==> config.mk <==
export PLATFORM = sky130hd
export DESIGN_NAME = pipe_stage_skid
export DESIGN_NICKNAME = d
export VERILOG_FILES = /design/src/rtl/pipe_stage_skid.sv
export SDC_FILE = /design/constraint.sdc
export NUM_CORES = 1
export LEC_CHECK = 0
export CORE_ASPECT_RATIO = 1.4
export CORE_MARGIN = 4
export CORE_UTILIZATION = 45
export CTS_CLUSTER_SIZE = 20
export DETAILED_ROUTE_END_ITERATION = 8
export PLACE_DENSITY_LB_ADDON = 0.15
export SLEW_MARGIN = 25
export SYNTH_ARGS = -nofsm -noshare
export SYNTH_HDL_FRONTEND = slang
export SYNTH_SLANG_ARGS = --single-unit
==> constraint.sdc <==
create_clock -name clk -period 1.9 [get_ports clk]
set_input_delay 0.285 -clock clk [delete_from_list [all_inputs] [get_ports clk]]
set_output_delay 0.285 -clock clk [all_outputs]
set_load 0.02 [all_outputs]
==> src/rtl/pipe_stage_skid.sv <==
// pipe_stage_skid: elastic valid/ready pipeline stage with a main and a skid register, sync flush.
// Define PIPE_STAGE_PERF_EN to add saturating stall/bubble counters with a sync clear.
module pipe_stage_skid #(
  parameter int                DATA_W    = 32,
  parameter logic [DATA_W-1:0] RESET_VAL = '0,
  parameter int                CNT_W     = 16
) (
  input  logic              clk,
  input  logic              reset_n,
  input  logic              flush,
  input  logic              s_valid,
  output logic              s_ready,
  input  logic [DATA_W-1:0] s_data,
  output logic              m_valid,
  input  logic              m_ready,
  output logic [DATA_W-1:0] m_data
`ifdef PIPE_STAGE_PERF_EN
  ,
  input  logic              cnt_clr,
  output logic [CNT_W-1:0]  stall_cnt,
  output logic [CNT_W-1:0]  bubble_cnt
`endif
);
  logic              main_valid, skid_valid;
  logic [DATA_W-1:0] main_data, skid_data;
  logic              up, dn;
  assign up      = s_valid & ~skid_valid;
  assign dn      = main_valid & m_ready;
  assign s_ready = ~skid_valid;
  assign m_valid = main_valid;
  assign m_data  = main_data;
  // Skid only fills when main is held by a stall, so it always drains into main first.
  always_ff @(posedge clk or negedge reset_n)
    if (!reset_n) begin
      main_valid <= 1'b0;
      skid_valid <= 1'b0;
      main_data  <= RESET_VAL;
      skid_data  <= RESET_VAL;
    end else if (flush) begin
      main_valid <= 1'b0;
      skid_valid <= 1'b0;
    end else if (skid_valid) begin
      if (m_ready) begin
        main_data  <= skid_data;
        skid_valid <= 1'b0;
      end
    end else if (up & (~main_valid | m_ready)) begin
      main_data  <= s_data;
      main_valid <= 1'b1;
    end else if (up) begin
      skid_data  <= s_data;
      skid_valid <= 1'b1;
    end else if (dn) begin
      main_valid <= 1'b0;
    end
`ifdef PIPE_STAGE_PERF_EN
  always_ff @(posedge clk or negedge reset_n)
    if (!reset_n) begin
      stall_cnt  <= '0;
      bubble_cnt <= '0;
    end else if (cnt_clr) begin
      stall_cnt  <= '0;
      bubble_cnt <= '0;
    end else begin
      if (main_valid & ~m_ready & ~&stall_cnt) stall_cnt <= stall_cnt + 1'b1;
      if (~main_valid & ~&bubble_cnt) bubble_cnt <= bubble_cnt + 1'b1;
    end
`endif
endmodule

==> results of run 1 <==
-- cell usage in the layout, fill, tap and decap left out, drive strengths merged --
master	Yosys	routed
clkdlybuf4s50	0	68
buf	7	11
nor4	1	1
a211oi	2	2
clkbuf	3	11
inv	2	2
clkinv	0	4
a21oi	1	1
dlygate4sd2	0	1
dlygate4sd3	0	1
nand2	2	2
mux2	96	96
or2	1	1
o21ai	1	1
dfrtp	66	66
nor2	1	1
-- final timing paths --
| kind | startpoint | to | depth (start not counted) |
|---|---|---|---|
| max in group asynchronous | reset_n | m_data[19] | 3 |
| worst min-delay path | reset_n | skid_data[6] | 3 |
| worst max register to register | skid_valid | m_data[9] | 4 |
| worst min register to register | skid_data[4] | skid_data[4] | 1 |
| min in group clk | skid_data[4] | skid_data[4] | 1 |
| worst max-delay path | skid_valid | m_data[9] | 4 |
-- flip-flops by register name, indices dropped and copies added (netlist names) --
register and count:
skid_data 32, skid_valid 1, m_valid 1, m_data 32
-- worst register-to-register path, delay by kind of cell (launching register included) --
family | cells | cell delay, ps
mux | 1 | 350
simple gates | 1 | 290
compound gates | 1 | 310
flops | 1 | 420
buf+inv | 1 | 230
-- layer usage --
layer  vias up  GRT usage
met5         -          0
met2        47     0.2409
li1        817          -
met3         8    0.05366
met1       878     0.1878
met4         0    0.06057
-- through the flow --
step | power (mW) | std cells | setup TNS, ps
6_report | 3.813 | 341 | 0
4_1_cts | 3.867 | 341 | 0
3_3_place_gp | 2.874 | 325 | -97.57
5_1_grt | 4.013 | 341 | 0
2_1_floorplan | 2.408 | 183 | 0
3_5_place_dp | 2.903 | 325 | -968.3
-- report_power, final --
part	switching (mW)	total [mW]	internal [mW]
sequential	0.152	1.87	1.72
combinational	0.397	0.989	0.593
clock	0.495	0.953	0.458
total	1.04	3.81	2.77
-- cells by family after synthesis --
family	count (synthesis)
multiplexers	96
flip-flops	66
buffers and inverters	12
AND/OR/NAND/NOR	5
AO/OA/AOI/OAI	4
-- layout make-up --
class                           count  area, sq um
Clock buffer                       11        131.4
Fill cell                         522         2323
Inverter                            2        7.507
Sequential cell                    66         1652
Timing Repair Buffer               81        829.5
Tap cell                           72        90.09
Multi-Input combinational cell    105         1157
Clock inverter                      4        20.02
-- timing repair --
action,in CTS,in global routing
resized for setup,1,0
endpoints found under the hold margin,66,0
setup endpoints to repair,1,0
hold buffers,1,0
==> flow_metrics.tcl, run 1 <==
set metrics [dict create \
    async_flop_share 1.000 \
    cts_tree "yes" \
    gr-usage-all-layers 0.1518 \
    synthXorXnorAreaFrac 0 \
    yosys-top-cells-count "93 x mux2_2, 66 x dfrtp_1, 4 x buf_6" \
    core_area_sq_um 6211 \
    hp-class "in2async" \
    layout_setup_ws_ps 177.8 \
    htree_levels 3 \
    synthAdderAreaFrac 0 \
    post-route-min-period_ps 1722 \
    leakagePower_nw 1.610 \
    ir_drop_mv 0.8520 \
    synth-seq-area-share 0.5722 \
    synthMuxAreaShare 0.3745 \
    synth_top_family_by_area "multiplexers" \
    synth.distinct_cells 15 \
    top_layer "met4" \
    synth_edf_count 0 \
    numCtsBuffers 9 \
    drt_iter0_drc 66 \
    port_buffers 70 \
    syn_to_final_growth_pct 34.68 \
    finalCritPeriodShare 0.9064 \
    slew_viol_final 0 \
    route.met2.wl_um 2657 \
    crit_required_ps 2110 \
    slowest_stage "dfrtp_1" \
    syn_area_per_cell_sq_um 15.77 \
    fmax_ghz 0.5807 \
    outcome "complete, no violations" \
    cts_sinks 66 \
    synth_ff_type "dfrtp_1" \
    start_util 0.4647 \
    holdWs_ps 487.9 \
    synth_compound_area_frac 0.01300 \
    finClkSkew_ps 10.50 \
    final_core_util 0.6259 \
    hold_viol 0 \
    io_pins 71 \
    cts_max_path_buffers 2 \
    maxCapViolations 0 \
    synthTopCellsByArea "dfrtp_1 57%, mux2_2 36%, buf_6 1.6%" \
    grt_pass1_wl_um 8666 \
    power_density_nw_per_um2 980.9 \
    clk_pin_slew_ps 70 \
    preCtsSetupSlack_ps -38.56 \
    routedWlPerCell_um 15.93 \
    synth-seq-cells 66 \
    crit_buf_inv 1 \
    synth-simple-area-share 0.01040 \
    gp_congestion 0.6859 \
    dpl_cell_area_sq_um 3727 \
    slowest_delay_ps 420 \
    rows 34 \
    grt_pass1_vias 1787 \
    grt_overflow 0 \
    crit_type "reg2reg" \
    crit_chain "or2_1 > a211oi_4 > buf_12 > mux2_2" \
    synth_nets 220 \
    netlist_area_sq_um 2887 \
    setup-violations-final 0 \
    synth.most_common_cell "mux2_2" \
    drive_gt1_frac 0.4424 \
    layout.nets 302 \
    m1WireLength_um 2384 \
    wl_met3_um 314 \
    hpwl_um 3687 \
    cp_top_family "flip-flops" \
    r2r_slack_ps 180 \
    startpoint_type "flop" \
    yosysWarnings 0 \
    synth.top_cell.area_share 0.5722 \
    rsz0062_at_grt "false" \
    fp.dieArea_sq_um 7778 \
    routed_via_density 5.132 \
    cp-end-kind "flop" \
    num_vias 1750 \
    clk_latency_ps 330 \
    wirelength_um 5432 \
    design_area_sq_um 3887 \
    worst_pin_slew_ps 350.1 \
    synth_cells 183 \
    die_w_um 75.69 \
    antennaDiodeCount 0 \
    crit_arrival_ps 1930 \
    antenna_found_initial 0 \
    post_cts_buffers 0 \
    grt_max_degree 67 \
    drc 0 \
    clockRootBuffer "clkbuf_8" \
    ant_nets 0 \
    critPathMaxFanout 25 \
    maxSlewHeadroom 0.7666 \
    firstDrtPassIters 4 \
    die_h_um 102.8 \
    synth_largest_area_cell "dfrtp_1" \
]
No activity file was read; power rests on OpenSTA's default activity.
==> run 2: changes to the inputs <==
CORE_UTILIZATION = 44   (was 45)
clock period = 1.47 ns   (was 1.9 ns; I/O delays follow)
==> run 2 against run 1 <==
Net effect:
- the run now ends with negative setup slack left
- flip-flop and latch count did not move
- sequential power up 29%
- combinational power rose by 30%
- non-clock buffer count is 12 higher
- first-iteration DRC count decreased by 26%
- sequential share of layout area is 2.5 points lower
- power up 40%
- via count grew 3.9%
- final area grew 6.4%
- critical path type unchanged
- largest cell class unchanged
==> flow_metrics.tcl, run 2 (synthesis gave the netlist of run 1 again) <==
set metrics [dict create \
    cts_sinks 66 \
    hold_viol 0 \
    rsz0062_at_grt "true" \
    maxSlewHeadroom 0.7654 \
    final_core_util 0.6572 \
    dp_cells 329 \
    wirelength_um 6098 \
    syn_to_final_growth_pct 43.35 \
    gr-usage-all-layers 0.1589 \
    port_buffers 70 \
    fp.dieArea_sq_um 7939 \
    firstDrtPassIters 4 \
    setup-violations-final 64 \
    numCtsBuffers 9 \
    grt_max_degree 67 \
    htree_levels 3 \
    crit_buf_inv 2 \
    layout_setup_ws_ps -180.2 \
    maxCapViolations 0 \
    ir_drop_mv 0.8187 \
    grt_pass1_wl_um 9908 \
    routedWlPerCell_um 17.23 \
    rows 34 \
    hpwl_um 3780 \
    core_area_sq_um 6296 \
    crit_arrival_ps 1870 \
    post-route-min-period_ps 1650 \
    crit_chain "or2_4 > a211oi_4 > buf_6 > buf_12 > mux2_2" \
    cts_tree "yes" \
    holdWs_ps 435.7 \
    violations "negative setup slack" \
    outcome "finished, violations left" \
    num_vias 1819 \
    startpoint_type "flop" \
    finClkSkew_ps 8.497 \
    dpl_cell_area_sq_um 3781 \
    final_cell_mix "71 x mux2_2, 65 x dfrtp_1, 35 x clkdlybuf4s50_1, 33 x dlygate4sd2_1, 24 x mux2_4" \
    finalCritPeriodShare 1.123 \
    die_w_um 76.46 \
    routed_via_density 5.138 \
    antenna_found_initial 0 \
    mostFrequentLayoutCell "mux2_2" \
    grt_overflow 0 \
    leakagePower_nw 1.850 \
    clk_pin_slew_ps 70 \
    start_util 0.4585 \
    clockRootBuffer "clkbuf_8" \
    slew_viol_final 0 \
    stdcell_count 354 \
    finalPower_mw 5.336 \
    r2r_slack_ps -180 \
    layout.nets 314 \
    design_area_sq_um 4138 \
    critPathMaxFanout 12 \
    crit_type "reg2reg" \
    clk_latency_ps 340 \
    hp-class "in2async" \
    die_h_um 103.8 \
    crit_required_ps 1690 \
    drc 0 \
    antennaDiodeCount 0 \
    slowest_delay_ps 400 \
    preCtsSetupSlack_ps -373.7 \
    grt_pass1_vias 1965 \
    drive_gt1_frac 0.4858 \
    gp_congestion 0.7269 \
    cts_max_path_buffers 2 \
    ant_nets 0 \
    cp-end-kind "flop" \
    fmax_ghz 0.6060 \
    tns_ps -8742 \
    cp_top_family "flip-flops" \
    worst_pin_slew_ps 352.0 \
    power_density_nw_per_um2 1290 \
    io_pins 71 \
    slowest_stage "dfrtp_2" \
    drt_iter0_drc 49 \
]
## run 2: worst paths after layout
path / start / to / cells after the start
worst min register to register: skid_data[4] / skid_data[4] / 1
max in group asynchronous: reset_n / m_valid / 3
worst min-delay path: reset_n / m_data[10] / 3
worst max-delay path: m_valid / m_data[26] / 5
min in group clk: skid_data[4] / skid_data[4] / 1
worst max register to register: m_valid / m_data[26] / 5
## run 2: repair_timing
item,4_1_cts,5_1_grt
cloned,2,2
hold endpoints to repair,66,0
hold buffers,1,0
pin swaps,0,1
setup buffers,2,2
gates resized for setup,47,17
setup endpoints to repair,98,64
## run 2: worst min-delay path, stage by stage
cell and delay (ps):
dlygate4sd3_1 520, buf_2 120, buf_12 290
## run 2: layer usage
layer | GRT usage | share of wire
met1 | 0.2014 | 0.45
met2 | 0.2453 | 0.49
met3 | 0.04948 | 0.046
met4 | 0.07772 | 0.011
met5 | 0 | 0
## run 2: report_power, final
part	internal [mW]	switching, mW	total (mW)	leakage [nW]
sequential	2.22	0.196	2.42	0.795
clock	0.972	0.652	1.62	0.110
combinational	0.749	0.545	1.29	0.945
## run 2: cell type report
type / instances / area, sq um
fillers: 494 / 2158
repair buffers: 93 / 920.9
flip-flops and latches: 66 / 1653
clock inverters: 1 / 30.03
multi-input cells: 105 / 1250
inverters: 2 / 7.507
well taps: 72 / 90.09
clock buffers: 15 / 186.4
==> run 3: changes to the inputs <==
CORE_ASPECT_RATIO = 2   (was 1.4)
==> run 3 against run 2 <==
Net effect:
- the flow still finishes with violations (negative setup slack)
- register-to-register slack about the same
- die area grew 0.75%
- global-route usage rose by 0.54 points
- combinational power barely moved
- final area grew 1.9%
- sequential share of layout area is 0.75 points lower
- maximum frequency about the same
- routed wire length up 4.1%
- first-iteration DRC count down 22%
- power increased by 5.4%
- utilization grew 0.57 points
- count of clock-buffer cells in the layout fell by 2
==> flow_metrics.tcl, run 3 (synthesis gave the netlist of run 1 again) <==
set metrics [dict create \
    switching_share 0.2627 \
    drive_gt1_frac 0.4731 \
    reg2reg_from "m_valid" \
    hpwl_um 3978 \
    wirelength_um 6348 \
    critPathMaxFanout 7 \
    layout_setup_ws_ps -179.3 \
    io_pins 71 \
    startpoint_type "flop" \
    stdcell_count 365 \
    internal-power_mw 4.146 \
    clk_latency_ps 330 \
    maxCapViolations 0 \
    gp_congestion 0.6943 \
    drt_iter0_drc 38 \
    leakagePower_nw 1.863 \
    hold_viol 0 \
    clockRootBuffer "clkbuf_16" \
    gr-usage-all-layers 0.1643 \
    switchingPower_mw 1.477 \
    start_util 0.4538 \
    dp_cells 341 \
    cts_sinks 66 \
    outcome "finished, violations left" \
    post-route-min-period_ps 1649 \
    grt_pass1_wl_um 9701 \
    rsz0062_at_grt "true" \
    final_cell_mix "73 x mux2_2, 65 x dfrtp_1, 35 x clkdlybuf4s50_1, 33 x dlygate4sd2_1, 21 x mux2_4" \
    fmax_ghz 0.6063 \
    antennaDiodeCount 0 \
    numCtsBuffers 9 \
    finClkSkew_ps 3.633 \
    cts_tree "yes" \
    die_h_um 122.5 \
    r2r_cells 5 \
    die_w_um 65.27 \
    crit_required_ps 1680 \
    final_core_util 0.6629 \
    drc 0 \
    port_buffers 70 \
    slew_viol_final 0 \
    r2r_slack_ps -180 \
    cp-end-kind "flop" \
    maxSlewHeadroom 0.7399 \
    routed_via_density 4.975 \
    crit_type "reg2reg" \
    worst_pin_slew_ps 390.2 \
    antenna_found_initial 0 \
    p_seq_frac 0.431 \
    ir_drop_mv 0.8828 \
    ant_nets 0 \
    grt_overflow 0 \
    setup-violations-final 64 \
    routedWlPerCell_um 17.39 \
    r2r-end "m_data[29]" \
    layout.nets 311 \
    rows 41 \
    core_area_sq_um 6361 \
    power_density_nw_per_um2 1333 \
    num_vias 1816 \
    p_comb_frac 0.229 \
    crit_arrival_ps 1860 \
    fp.dieArea_sq_um 7999 \
    clk_pin_slew_ps 50 \
    grt_pass1_vias 1948 \
    htree_levels 3 \
    pwr-share-clk 0.340 \
    violations "negative setup slack" \
    finalCritPeriodShare 1.122 \
    hp-class "in2async" \
    cts_max_path_buffers 2 \
    syn_to_final_growth_pct 46.08 \
    grt_max_degree 40 \
    mostFrequentLayoutCell "mux2_2" \
    firstDrtPassIters 4 \
]
[run 3: critical path, cell delays in order, from the launching register on]
cell and delay [ps]:
dfrtp_2 400, or2_4 250, a211oi_4 200, buf_6 180, clkbuf_16 170, mux2_2 330
[run 3: layout make-up]
type / instances / area [sq um]
Tap cell: 86 / 107.6
Timing Repair Buffer: 90 / 944.7
Inverter: 2 / 7.507
Multi-Input combinational cell: 105 / 1239
Sequential cell: 66 / 1653
Fill cell: 533 / 2145
Clock inverter: 3 / 15.01
Clock buffer: 13 / 250.2
[run 3: timing repair]
action | CTS | global route
pin swaps | 0 | 1
setup endpoints to repair | 98 | 65
hold endpoints to repair | 13 | 0
buffers inserted | 1 | 1
resized for setup | 47 | 4
hold buffers | 1 | 0
cloned | 1 | 4
[run 3: power by group through the flow]
stage | sequential, mW | clock [mW] | combinational [mW]
detailed placement | 2.46 | 0 | 1.36
floorplan | 2.63 | 0 | 0.530
global route | 2.48 | 2.02 | 1.38
global placement | 2.45 | 0 | 1.33
finish | 2.43 | 1.91 | 1.29
CTS | 2.43 | 1.96 | 1.29
[run 3: metrics by stage]
step	TNS (ps)	total power, mW	hold WS [ps]	cell area (sq um)	setup slack (ps)
final	-8660	5.623	355.8	4217	-179.3
after global routing	-12070	5.875	387.5	4217	-215.3
after CTS	-8931	5.683	339.9	4116	-170.7
after detailed placement	-22530	3.815	163.2	3809	-374.4
after global placement	-20980	3.780	156.6	3809	-343.8
after floorplan	-10370	3.161	-75.09	2935	-201.5
[run 3: worst max path at each step]
| stage | startpoint | slack (ps) | end |
|---|---|---|---|
| 2_1_floorplan | skid_valid | -200 | m_data[10] |
| 3_3_place_gp | m_ready | -340 | skid_data[10] |
| 3_5_place_dp | m_ready | -370 | skid_data[26] |
| 4_1_cts | m_valid | -170 | m_data[2] |
| 5_1_grt | skid_valid | -220 | m_data[29] |
| 6_report | m_valid | -180 | m_data[29] |
[run 3: metal layers]
layer / vias to the layer above / wire length [um] / GRT usage
met4: 0 / 147 / 0.08182
met2: 56 / 3338 / 0.2686
met1: 903 / 2500 / 0.1880
met3: 10 / 362 / 0.05769
li1: 847 / - / -
met5: - / 0 / 0
